`config.mk`:
```
export PLATFORM = sky130hd
export DESIGN_NAME = if_fetch_buffer
export DESIGN_NICKNAME = d
export VERILOG_FILES = /design/src/rtl/if_fetch_buffer.sv
export SDC_FILE = /design/constraint.sdc
export NUM_CORES = 1
export LEC_CHECK = 0
export BUFFER_PORTS_ARGS = -buffer_cell sky130_fd_sc_hd__buf_2
export CORE_UTILIZATION = 40
export CTS_CLUSTER_SIZE = 12
export DETAILED_ROUTE_END_ITERATION = 10
export SLEW_MARGIN = 0
export SYNTH_ARGS = -nofsm -noshare
export SYNTH_HDL_FRONTEND = slang
export SYNTH_SLANG_ARGS = --single-unit
```
`constraint.sdc`:
```
create_clock -name clk -period 3.7 [get_ports clk]
set_clock_uncertainty 0.15 [all_clocks]
set_input_delay 0 -clock clk [delete_from_list [all_inputs] [get_ports clk]]
set_output_delay 0 -clock clk [all_outputs]
set_load 0.02 [all_outputs]
```
`src/rtl/if_fetch_buffer.sv`:
```
// IF-stage fetch buffer: reads instruction memory at the IF PC and queues
// {pc, instruction} pairs for decode, with flush on redirect and stall back-pressure.
module if_fetch_buffer #(
  parameter int                AWIDTH       = 32,
  parameter int                IMEM_AWIDTH  = 14,
  parameter int                DEPTH        = 4,
  parameter logic [AWIDTH-1:0] RESET_PC_VAL = 32'h4000_0000
) (
  input  logic                   clk,
  input  logic                   rst,
  input  logic [AWIDTH-1:0]      pc_in,
  input  logic                   pc_sel_in,
  output logic                   stall_out,
  output logic                   imem_en_out,
  output logic [IMEM_AWIDTH-1:0] imem_addr_out,
  input  logic [31:0]            imem_dout_in,
  output logic [31:0]            inst_out,
  output logic [AWIDTH-1:0]      inst_pc_out,
  output logic                   inst_misaligned_out,
  output logic                   inst_valid_out,
  input  logic                   inst_ready_in
);

  localparam int          PW      = $clog2(DEPTH);
  localparam logic [31:0] NOP     = 32'h0000_0013;
  localparam logic [PW:0] DEPTH_C = (PW+1)'(DEPTH);
  localparam logic [PW:0] CNT_ONE = (PW+1)'(1);
  localparam logic [PW-1:0] PTR_ONE = PW'(1);

  logic              req_vld_p1;
  logic [AWIDTH-1:0] req_pc_p1;
  logic [PW:0]       count;
  logic [PW-1:0]     wptr;
  logic [PW-1:0]     rptr;
  logic [PW:0]       occupancy;
  logic              issue;
  logic              push;
  logic              pop;
  logic              rsp_mis;

  logic [31:0]       fifo_inst [DEPTH];
  logic [AWIDTH-1:0] fifo_pc   [DEPTH];
  logic              fifo_mis  [DEPTH];

  // Misaligned fetches never hand raw memory data to decode.
  function automatic logic [31:0] resp_word(input logic mis, input logic [31:0] raw);
    return mis ? NOP : raw;
  endfunction

  // Stage p0: issue the read; occupancy counts the in-flight response as a slot.
  always_comb begin
    occupancy     = count + {{PW{1'b0}}, req_vld_p1};
    stall_out     = occupancy >= DEPTH_C;
    issue         = !rst && !stall_out && !pc_sel_in;
    imem_en_out   = issue;
    imem_addr_out = pc_in[IMEM_AWIDTH+1:2];
  end

  // Stage p1: memory data returns; push unless a redirect kills it.
  always_comb begin
    rsp_mis        = req_pc_p1[1:0] != 2'b00;
    inst_valid_out = count != '0;
    push           = req_vld_p1 && !pc_sel_in;
    pop            = inst_valid_out && inst_ready_in && !pc_sel_in;
  end

  always_ff @(posedge clk) begin
    if (rst) begin
      req_vld_p1 <= 1'b0;
      count      <= '0;
      wptr       <= '0;
      rptr       <= '0;
    end else begin
      req_vld_p1 <= issue;
      if (pc_sel_in) begin
        count <= '0;
        wptr  <= '0;
        rptr  <= '0;
      end else begin
        if (push) wptr <= wptr + PTR_ONE;
        if (pop)  rptr <= rptr + PTR_ONE;
        case ({push, pop})
          2'b10:   count <= count + CNT_ONE;
          2'b01:   count <= count - CNT_ONE;
          default: count <= count;
        endcase
      end
    end
  end

  always_ff @(posedge clk) begin
    if (issue) req_pc_p1 <= pc_in;
    if (push) begin
      fifo_inst[wptr] <= resp_word(rsp_mis, imem_dout_in);
      fifo_pc[wptr]   <= req_pc_p1;
      fifo_mis[wptr]  <= rsp_mis;
    end
  end

  // Stage p2: FIFO head to decode; empty buffer presents a NOP at the reset PC.
  always_comb begin
    inst_out            = NOP;
    inst_pc_out         = RESET_PC_VAL;
    inst_misaligned_out = 1'b0;
    if (inst_valid_out) begin
      inst_out            = fifo_inst[rptr];
      inst_pc_out         = fifo_pc[rptr];
      inst_misaligned_out = fifo_mis[rptr];
    end
  end

endmodule

```
==> out/summary.log <==
[clock_tree] clk root buf clkbuf_16
[global_routing] number of global-route vias before repair 6,194
[critical_path] highest fanout seen on the critical path 62
[global_routing] total global routing overflow 0
[sta] fin crit share 74.35%
[die] Placeable Area 28,160 um2
[clock_tree] number of levels the H-tree was split into 1
[layout] leading cell type in the layout, fill and taps excluded edfxtp_1
[sta] smallest setup slack after layout 949.1 ps
[sta] slew of the pin with the lowest slew margin 1073 ps
[critical_path] combined buffer and inverter count along the critical path 2
[critical_path] CP Class register to primary output
[placed_design] number of port buffers 149
[logic_synthesis] Cell variety after synth 25
[sta] crit path time final 2751 ps
[global_routing] GR Util All Layers 15.62%
[detailed_routing] first-pass iteration count of the detailed router 4
[logic_synthesis] average cell area after synthesis 21.09 um2
[detailed_routing] post-route antenna net violation count 0
[pwr] power density over the cells 483.2 nW/um2
[critical_path] Worst setup EP type primary output
[layout] total number of nets in the final design 842
[clock_tree] clock tree from TritonCTS done
[clock_tree] Resized cells post-CTS 0
[critical_path] Critical Path, Cell by Cell nor3_2 > inv_2 > and2_1 > buf_2
[layout] Finished Core Util 50.46%
[layout] count of placed standard cells in the final layout, fillers left out 1,161
[logic_synthesis] sequential area share after synthesis 77.33%
[logic_synthesis] Post-Synthesis Cell Area 11,600 um2
[detailed_routing] count of routing violations after the opening detailed-route iteration 375
[critical_path] slowest library cell on the worst path inv_2
[detailed_routing] count of vias placed by the detailed router 5,722
[clock_tree] clock transition at the register clock pins on the worst setup and hold paths after CTS 60 ps
[global_routing] maximum number of pins on one net before global-route repair 66
[die] Chip Height 172.3 um
[critical_path] signal arrival time at the worst endpoint 2600 ps
[critical_path] biggest cell delay along the critical path 600 ps
[layout] commonest non-fill, non-tap cells in the layout edfxtp_1, buf_2, and2_1
[logic_synthesis] post-synthesis register bit count 302
[job] number of max-cap violations 0
[layout] fraction of final layout cells sized beyond drive strength 1 33.59%
[sta] fmax 363.5 MHz
[logic_synthesis] net count after synthesis 624
[sta] number of pins exceeding their max-slew limit in the final report 0
[sta] final count of negative-setup-slack endpoints 0
[logic_synthesis] Synth warnings 0
[die] initial standard-cell utilization of the core 41.18%
[placed_design] Detailed Place HPWL 12,550 um
[sta] Setup Total Neg Slack 0 ps
[logic_synthesis] Synth Instances 550
[placed_design] worst setup timing slack at the placement stage 1440 ps
[logic_synthesis] area share of the leading cell type in the synthesized netlist 75.61%
[pwr] Leakage Power 4.899 nW
[layout] area growth from synthesis to layout 22.55%
[outcome] status finished, final reports clean
[hold_path] Hold WC Path Type primary input to register
[logic_synthesis] top cells by area in the synthesized netlist edfxtp_1, mux4_2, and2_1
[detailed_routing] Total Routed Length 22,590 um
[detailed_routing] post-DR wirelength/cell 19.46 um
[die] row cnt 61
[critical_path] worst endpoint required time 3550 ps
[critical_path] startpoint type of the worst setup path register
[critical_path] Largest delay share family, worst path simple AND/OR/NAND/NOR gates
[global_routing] global-route wire length before repair 34,360 um
[die] area of the die 29,680 um2
[sta] Slew headroom 28.37%
[detailed_routing] number of vias per cell 4.929
[clock_tree] sink count of the clock tree 302
[clock_tree] Clock Path Buffers 3
[layout] number of antenna cells inserted 0
[sta] unrepaired setup endpoints after global routing false
[clock_tree] CTS buffer count 31
[global_routing] antenna violations before repair 0
[clock_tree] insertion delay of the later-clocked pin in the worst-skew pair 540 ps
[logic_synthesis] most area-hungry cell type in the Yosys netlist edfxtp_1
[die] die boundary width 172.3 um
[pwr] Worst VDD drop 0.0002837 V
[placed_design] Placer Congestion 0.7297
[detailed_routing] count of unresolved DRC violations after routing 0
[sta] total count of hold-check failures in the final report 0
[die] io pins 150
[placed_design] placed cell count 1,042
==> layer usage <==
metal,global-route usage [%],share of wire (%),up-vias
met5,0,0,-
met4,4.540,2.6,0
met3,2.403,5.9,41
met2,26.54,48,204
met1,20.85,43,2895
li1,-,-,2582
==> registers in the layout, summed over array words and instances, names as in the netlist, named ones only <==
name / cells
fifo_inst: 128
wptr: 2
fifo_mis: 4
rptr: 2
fifo_pc: 128
req_vld_p1: 1
count: 3
req_pc_p1: 32
==> stage by stage <==
| stage | power (mW) | area (um2) | hold WS [ps] |
|---|---|---|---|
| floorplan | 4.035 | 11600 | -51.13 |
| global placement | 4.123 | 12630 | 26.68 |
| detailed placement | 4.136 | 12630 | 28.11 |
| CTS | 6.930 | 14210 | 5.859 |
| global route | 7.084 | 14210 | 12.77 |
| finish | 6.867 | 14210 | 27.98 |
==> timing repair <==
action	in CTS	in global routing
endpoints found under the hold margin	183	0
hold buffers	71	0
buffers inserted	0	0
==> layout make-up <==
cell class / instances / area (um2)
clock buffers: 38 / 802.0
clock inverters: 10 / 70.07
flip-flops and latches: 302 / 8976
well taps: 378 / 473.0
multi-input cells: 202 / 2370
inverters: 8 / 30.03
fillers: 2306 / 13950
repair buffers: 223 / 1491
==> worst paths after layout <==
path,startpoint,to,slack (ps),cells past startpoint
setup / recovery,count[2],inst_pc_out[16],950,4
setup reg to reg,count[2],count[2],1450,8
hold / removal,pc_in[22],req_pc_p1[22],30,2
hold reg to reg,req_pc_p1[17],fifo_pc[0][17],350,0
==> where the power goes <==
part / total (mW) / switching (mW) / internal [mW]
clock: 2.75 / 1.18 / 1.58
combinational: 0.268 / 0.134 / 0.134
sequential: 3.85 / 0.0343 / 3.81
total: 6.87 / 1.34 / 5.52
==> synth_stat cells <==
| cell type | instances |
|---|---|
| buf_2 | 7 |
| nand3_1 | 1 |
| o31ai_1 | 1 |
| buf_4 | 14 |
| inv_1 | 8 |
| clkbuf_1 | 11 |
| a21oi_1 | 3 |
| or2_2 | 1 |
| fa_1 | 1 |
| buf_6 | 6 |
| dfxtp_1 | 10 |
| ha_1 | 5 |
| nor2b_1 | 1 |
| nor2_1 | 11 |
| mux4_2 | 65 |
| or2_1 | 4 |
| xor2_1 | 3 |
| and2_1 | 94 |
| nand2_1 | 1 |
| edfxtp_1 | 292 |
| xnor2_1 | 2 |
| or3_1 | 5 |
| mux2i_1 | 1 |
| nor3_2 | 1 |
| o21ai_0 | 2 |
==> kinds of logic (layout without fill, tap and decap cells) <==
logic type | after synthesis | after routing | share of synthesized area, %
flip-flops | 302 | 302 | 77.33
buffers and inverters | 46 | 279 | 2.406
AND/OR/NAND/NOR | 119 | 119 | 6.182
XOR/XNOR | 5 | 5 | 0.3777
AO/OA/AOI/OAI | 6 | 6 | 0.2805
adder cells (fa/ha/maj) | 6 | 6 | 0.7121
multiplexers | 66 | 66 | 12.71
Power figures use the tool's default switching activity.
